==> src/rtl/fwd_hazard_unit.sv <==
// Forwarding and load-use hazard unit: a shadow pipeline of in-flight writers
// supplies the youngest matching result to each ID operand and stalls on loads.
module fwd_hazard_unit #(
   parameter int XLEN       = 32,
   parameter int RB         = 5,
   parameter int NUM_SRC    = 4,
   parameter int STAGES     = 3,
   parameter int LOAD_READY = 1,
   parameter int CNT_W      = 16
) (
   input  logic                      clk_i,
   input  logic                      rst_ni,
   input  logic                      id_valid_i,
   input  logic                      id_we_i,
   input  logic                      id_load_i,
   input  logic [RB-1:0]             id_dst_i,
   input  logic [NUM_SRC-1:0]        id_src_used_i,
   input  logic [NUM_SRC*RB-1:0]     id_src_pos_i,
   input  logic [NUM_SRC*XLEN-1:0]   id_src_data_i,
   input  logic [STAGES*XLEN-1:0]    stage_data_i,
   input  logic                      flush_i,
   output logic [NUM_SRC*XLEN-1:0]   src_data_out_o,
   output logic                      stall_o,
   output logic [CNT_W-1:0]          stall_count_o
);

   typedef struct packed {
      logic          v;
      logic          we;
      logic          ld;
      logic [RB-1:0] dst;
   } ent_t;

   ent_t             ent_q [STAGES];
   ent_t             ent_d [STAGES];
   logic [CNT_W-1:0] stall_count_q;
   logic [CNT_W-1:0] stall_count_d;

   logic [NUM_SRC-1:0]      src_hit;
   logic [NUM_SRC-1:0]      src_hazard;
   logic [NUM_SRC*XLEN-1:0] fwd_data;
   logic                    stall;

   // Scan stages from youngest (EX) to oldest; the first hit decides both the
   // forwarded value and whether that writer is a load whose data is not ready.
   always_comb begin
      src_hit    = '0;
      src_hazard = '0;
      fwd_data   = id_src_data_i;
      for (int i = 0; i < NUM_SRC; i++) begin
         for (int k = 0; k < STAGES; k++) begin
            if (!src_hit[i]
                && id_src_used_i[i]
                && ent_q[k].v
                && ent_q[k].we
                && (ent_q[k].dst == id_src_pos_i[i*RB +: RB])
                && (id_src_pos_i[i*RB +: RB] != '0)) begin
               src_hit[i]                  = 1'b1;
               fwd_data[i*XLEN +: XLEN]    = stage_data_i[k*XLEN +: XLEN];
               src_hazard[i]               = ent_q[k].ld && (k < LOAD_READY);
            end
         end
      end
   end

   assign stall          = (|src_hazard) && id_valid_i && !flush_i;
   assign stall_o        = stall;
   assign src_data_out_o = fwd_data;
   assign stall_count_o  = stall_count_q;

   // A stalled or flushed ID instruction enters EX as a bubble.
   always_comb begin
      for (int k = 0; k < STAGES; k++) begin
         ent_d[k] = '0;
      end
      if (id_valid_i && !stall && !flush_i) begin
         ent_d[0].v   = 1'b1;
         ent_d[0].we  = id_we_i;
         ent_d[0].ld  = id_load_i;
         ent_d[0].dst = id_dst_i;
      end
      for (int k = 1; k < STAGES; k++) begin
         ent_d[k] = ent_q[k-1];
      end
   end

   always_comb begin
      stall_count_d = stall_count_q;
      if (stall && (stall_count_q != {CNT_W{1'b1}})) begin
         stall_count_d = stall_count_q + 1'b1;
      end
   end

   always_ff @(posedge clk_i or negedge rst_ni) begin
      if (!rst_ni) begin
         for (int k = 0; k < STAGES; k++) begin
            ent_q[k] <= '0;
         end
         stall_count_q <= '0;
      end else begin
         for (int k = 0; k < STAGES; k++) begin
            ent_q[k] <= ent_d[k];
         end
         stall_count_q <= stall_count_d;
      end
   end

endmodule

==> config.mk <==
export PLATFORM = sky130hd
export DESIGN_NAME = fwd_hazard_unit
export DESIGN_NICKNAME = d
export VERILOG_FILES = /design/src/rtl/fwd_hazard_unit.sv
export SDC_FILE = /design/constraint.sdc
export NUM_CORES = 1
export LEC_CHECK = 0
export ABC_AREA = 1
export CAP_MARGIN = 20
export CORE_AREA = 2 2 157 159
export CTS_BUF_LIST = sky130_fd_sc_hd__clkbuf_4 sky130_fd_sc_hd__clkbuf_8
export DETAILED_ROUTE_END_ITERATION = 8
export DIE_AREA = 0 0 159 161
export GPL_ROUTABILITY_DRIVEN = 0
export PLACE_DENSITY_LB_ADDON = 0.15
export SLEW_MARGIN = 10
export SYNTH_ARGS = -nofsm -noshare
export SYNTH_HDL_FRONTEND = slang
export SYNTH_SLANG_ARGS = --single-unit
export TNS_END_PERCENT = 20
==> constraint.sdc <==
create_clock -name clk_i -period 1.95 [get_ports clk_i]
set_input_delay 0.195 -clock clk_i [delete_from_list [all_inputs] [get_ports clk_i]]
set_output_delay 0.195 -clock clk_i [all_outputs]
set_load 0.005 [all_outputs]
==> results.md <==
- Met1 Wirelength: 19.2 mm
- Min Tclk post-route: 2730 ps
- CTS Buf Count: 5
- Peak fanout along the critical path: 6
- Sequential fraction of the synthesis area: 12.1%
- Clock tree buffer depth: 2
- CP Launch Type: flip-flop
- Sink Count: 38
- Least-Margin Pin Slew: 546 ps
- Worst R2R Path Depth: 18
- Relative slew slack: 63.3%
- Yosys warns: 0
- Leading post-synthesis cells by cell area: nand2_1 (27%), nand3_1 (24%), dfrtp_1 (12%)
- Die ar.: 25600 um^2
- Total grt overflow: 0
- Maximum number of pins on one net before global-route repair: 41
- Failing checks: negative setup slack
- Largest family of logic cells by synthesized area: simple AND/OR/NAND/NOR gates
- Start of the worst register-to-register path: ent_d[11]
- Detailed-route via count: 14000
- Distinct cells, synth: 30
- Reg2reg setup slack: -480 ps
- CTS clk-pin slew, worst paths: 70 ps
- Adder-cell share of the synthesized area: 0.160%
- RSZ-0062 raised after global routing: yes
- Dpl cells: 2284
- Max IR drop VDD: 0.248 mV
- DRT Wirelength: 52.7 mm
- DR DRC count: 0
- Post-synthesis simple-gate area fraction: 60.8%
- Mapped cell area: 7830 um^2
- Syn nets: 1798
- Critical Path RT: 1750 ps
- Seq cells post-synth: 38
- Vias in the first global route: 12500
- Critical path type: flip-flop to output port
- PortBufs: 403
- Total power: 3.34 mW
- Fin crit share: 140%
- Chip Height: 161 um
- Hold slack: 311 ps
- DR vias/cell: 5.77
- WP data arrival: 2530 ps
- Class of the worst hold path: input pin to async pin
- Initial core utilization: 32.7%
- Post-Synthesis Cells: 1538
- Critical Path Start: ent_d[8]
- Clock H-tree levels: 2
- Mux share of post-synthesis cell area: 0%
- Avg WL per Cell: 21.7 um
- Drt pass-1 iters: 9
- Routed wl met2: 23.8 mm
- Reg2reg end: stall_count_o[7]
- Setup violators final: 153
- Antenna viol nets, final: 0
- Post-route worst setup slack: -777 ps
- CTS root buffer: clkbuf_8
- Static leakage: 7.75 nW
- Worst setup path endpoint: src_data_out_o[72]
- Synth Area in XOR/XNOR: 2.57%
- Compound-Gate Fraction of Synth Area: 10.1%
- Clk_skew: 6.63 ps
- Hold Vio Cnt, Final: 0
- # rows: 57
- Fmax: 367 MHz
- Synth Area per Inst: 5.09 um^2
- Number of antenna violations at the first check in global routing: 5
- Area share of the largest cell type after synthesis: 27.2%
- Met3 Wirelength: 5.81 mm
- Nets: 2363
- Layout area overhead: 97.1%
- Fin. max-slew vios: 0
- Clk_lat worst skew: 300 ps
- DR top layer: met5
- Max cap viols: 0
- Core Area: 24000 um^2
- TritonCTS clock tree: done
- Ports: 404
- Pwr per Cell Area: 216 nW/um^2
- Drt initial violations: 1561
- First-pass GRT wire length: 72.5 mm
- GRT Resource Usage Total: 36.0%
- Share of layout cells above drive strength 1: 24.0%
- Worst Setup End Kind: output port
- Area leader, netlist: nand2_1
- DP HPWL: 35.6 mm
- Non-Filler Instances: 2431
- Outcome: finished, violations left
- DIE WIDTH: 159 um
[logic make-up (layout without fill, tap and decap cells)]
family / after synthesis / in the layout
buf+inv: 244 / 809
xor+xnor: 23 / 23
fa+ha+maj: 1 / 1
simple gates: 1079 / 1079
other cells: 0 / 4
flops: 38 / 38
compound gates: 153 / 153
[through the flow]
| step | TNS (ps) | worst slack [ps] | utilization [%] | instance area [um^2] |
|---|---|---|---|---|
| finish | -84920 | -777 | 64.4 | 15400 |
| global route | -103430 | -892 | 64.4 | 15400 |
| CTS | -88510 | -825 | 58.0 | 13900 |
| detailed placement | -109430 | -881 | 54.5 | 13100 |
| global placement | -109410 | -892 | 54.5 | 13100 |
| floorplan | 0 | 217 | - | 7830 |
[cells in the final DEF (no fill, tap or decap), types with 13 or more instances in the layout]
cell type,instances
inv_2,16
clkdlybuf4s15_1,13
o21ai_0,46
nand2_2,53
inv_1,114
buf_2,25
clkbuf_16,13
nand3_1,337
nor2_1,40
dfrtp_1,29
nand2_1,507
buf_12,37
o21ai_2,19
buf_16,14
clkbuf_2,23
buf_4,147
buf_8,16
o21ai_1,67
clkdlybuf4s50_1,267
dlygate4sd2_1,25
dlymetal6s2s_1,44
buf_6,44
nand3_2,32
nand4_1,58
nor2_4,18
[where the power goes]
group	switching, mW	total, mW	internal (mW)
sequential	0.0259	0.833	0.807
combinational	0.950	1.98	1.03
clock	0.290	0.530	0.240
total	1.27	3.34	2.07
[layer usage]
metal | vias to the layer above | global-route usage [%]
li1 | 6219 | -
met1 | 6351 | 43.9
met2 | 1132 | 60.1
met3 | 311 | 6.65
met4 | 4 | 20.2
met5 | - | 0
[area by class of cell]
type	instances	area, um^2
Fill cell	2246	8530
Clock buffer	5	68.8
Antenna cell	4	10.0
Multi-Input combinational cell	1256	6360
Clock inverter	2	10.0
Sequential cell	38	962
Tap cell	324	405
Inverter	133	507
Timing Repair Buffer	669	7110
[cell usage after synthesis (all sizes together)]
cell type / n
nor3: 8
nor3b: 1
inv: 133
nand3b: 1
o211ai: 1
nor2: 69
nand2: 569
clkbuf: 28
nand3: 371
ha: 1
xnor2: 13
dfrtp: 38
xor2: 10
buf: 83
a21oi: 7
o22ai: 10
nand4: 60
o21ai: 133
o2111ai: 2
[sequential cells by signal, summed over array words and instances (netlist names)]
signal,flops
stall_count_o,16
ent_d,15
ent_q,7
[what timing repair did]
action	in CTS	in global routing
setup buffers	31	85
gates resized for setup	266	266
hold buffers	0	0
setup endpoints to repair	153	153
pin swaps	29	80
gates cloned	11	16
[how the worst min path moves through the flow]
stage / endpoint / slack, ps / cells after the start
final: stall_count_o[10] / 310 / 2
after global routing: stall_count_o[9] / 380 / 2
after CTS: stall_count_o[10] / 340 / 2
after detailed placement: ent_q[6] / 370 / 0
after global placement: ent_q[6] / 360 / 0
after floorplan: ent_d[0] / -100 / 0
[worst max-delay path, stage by stage (launching register included)]
cell and delay, ps:
dfrtp_2 470, buf_4 160, nand2_1 50, nand2_1 60
nor2_2 130, nand2_2 80, nor2_4 120, buf_12 170
buf_8 130, buf_16 110, buf_4 100, nand2_1 50
o21ai_1 100, nand2_1 120, nand3_2 90, nand2_1 70
clkdlybuf4s15_1 210
(Power assumes the default switching activity.)
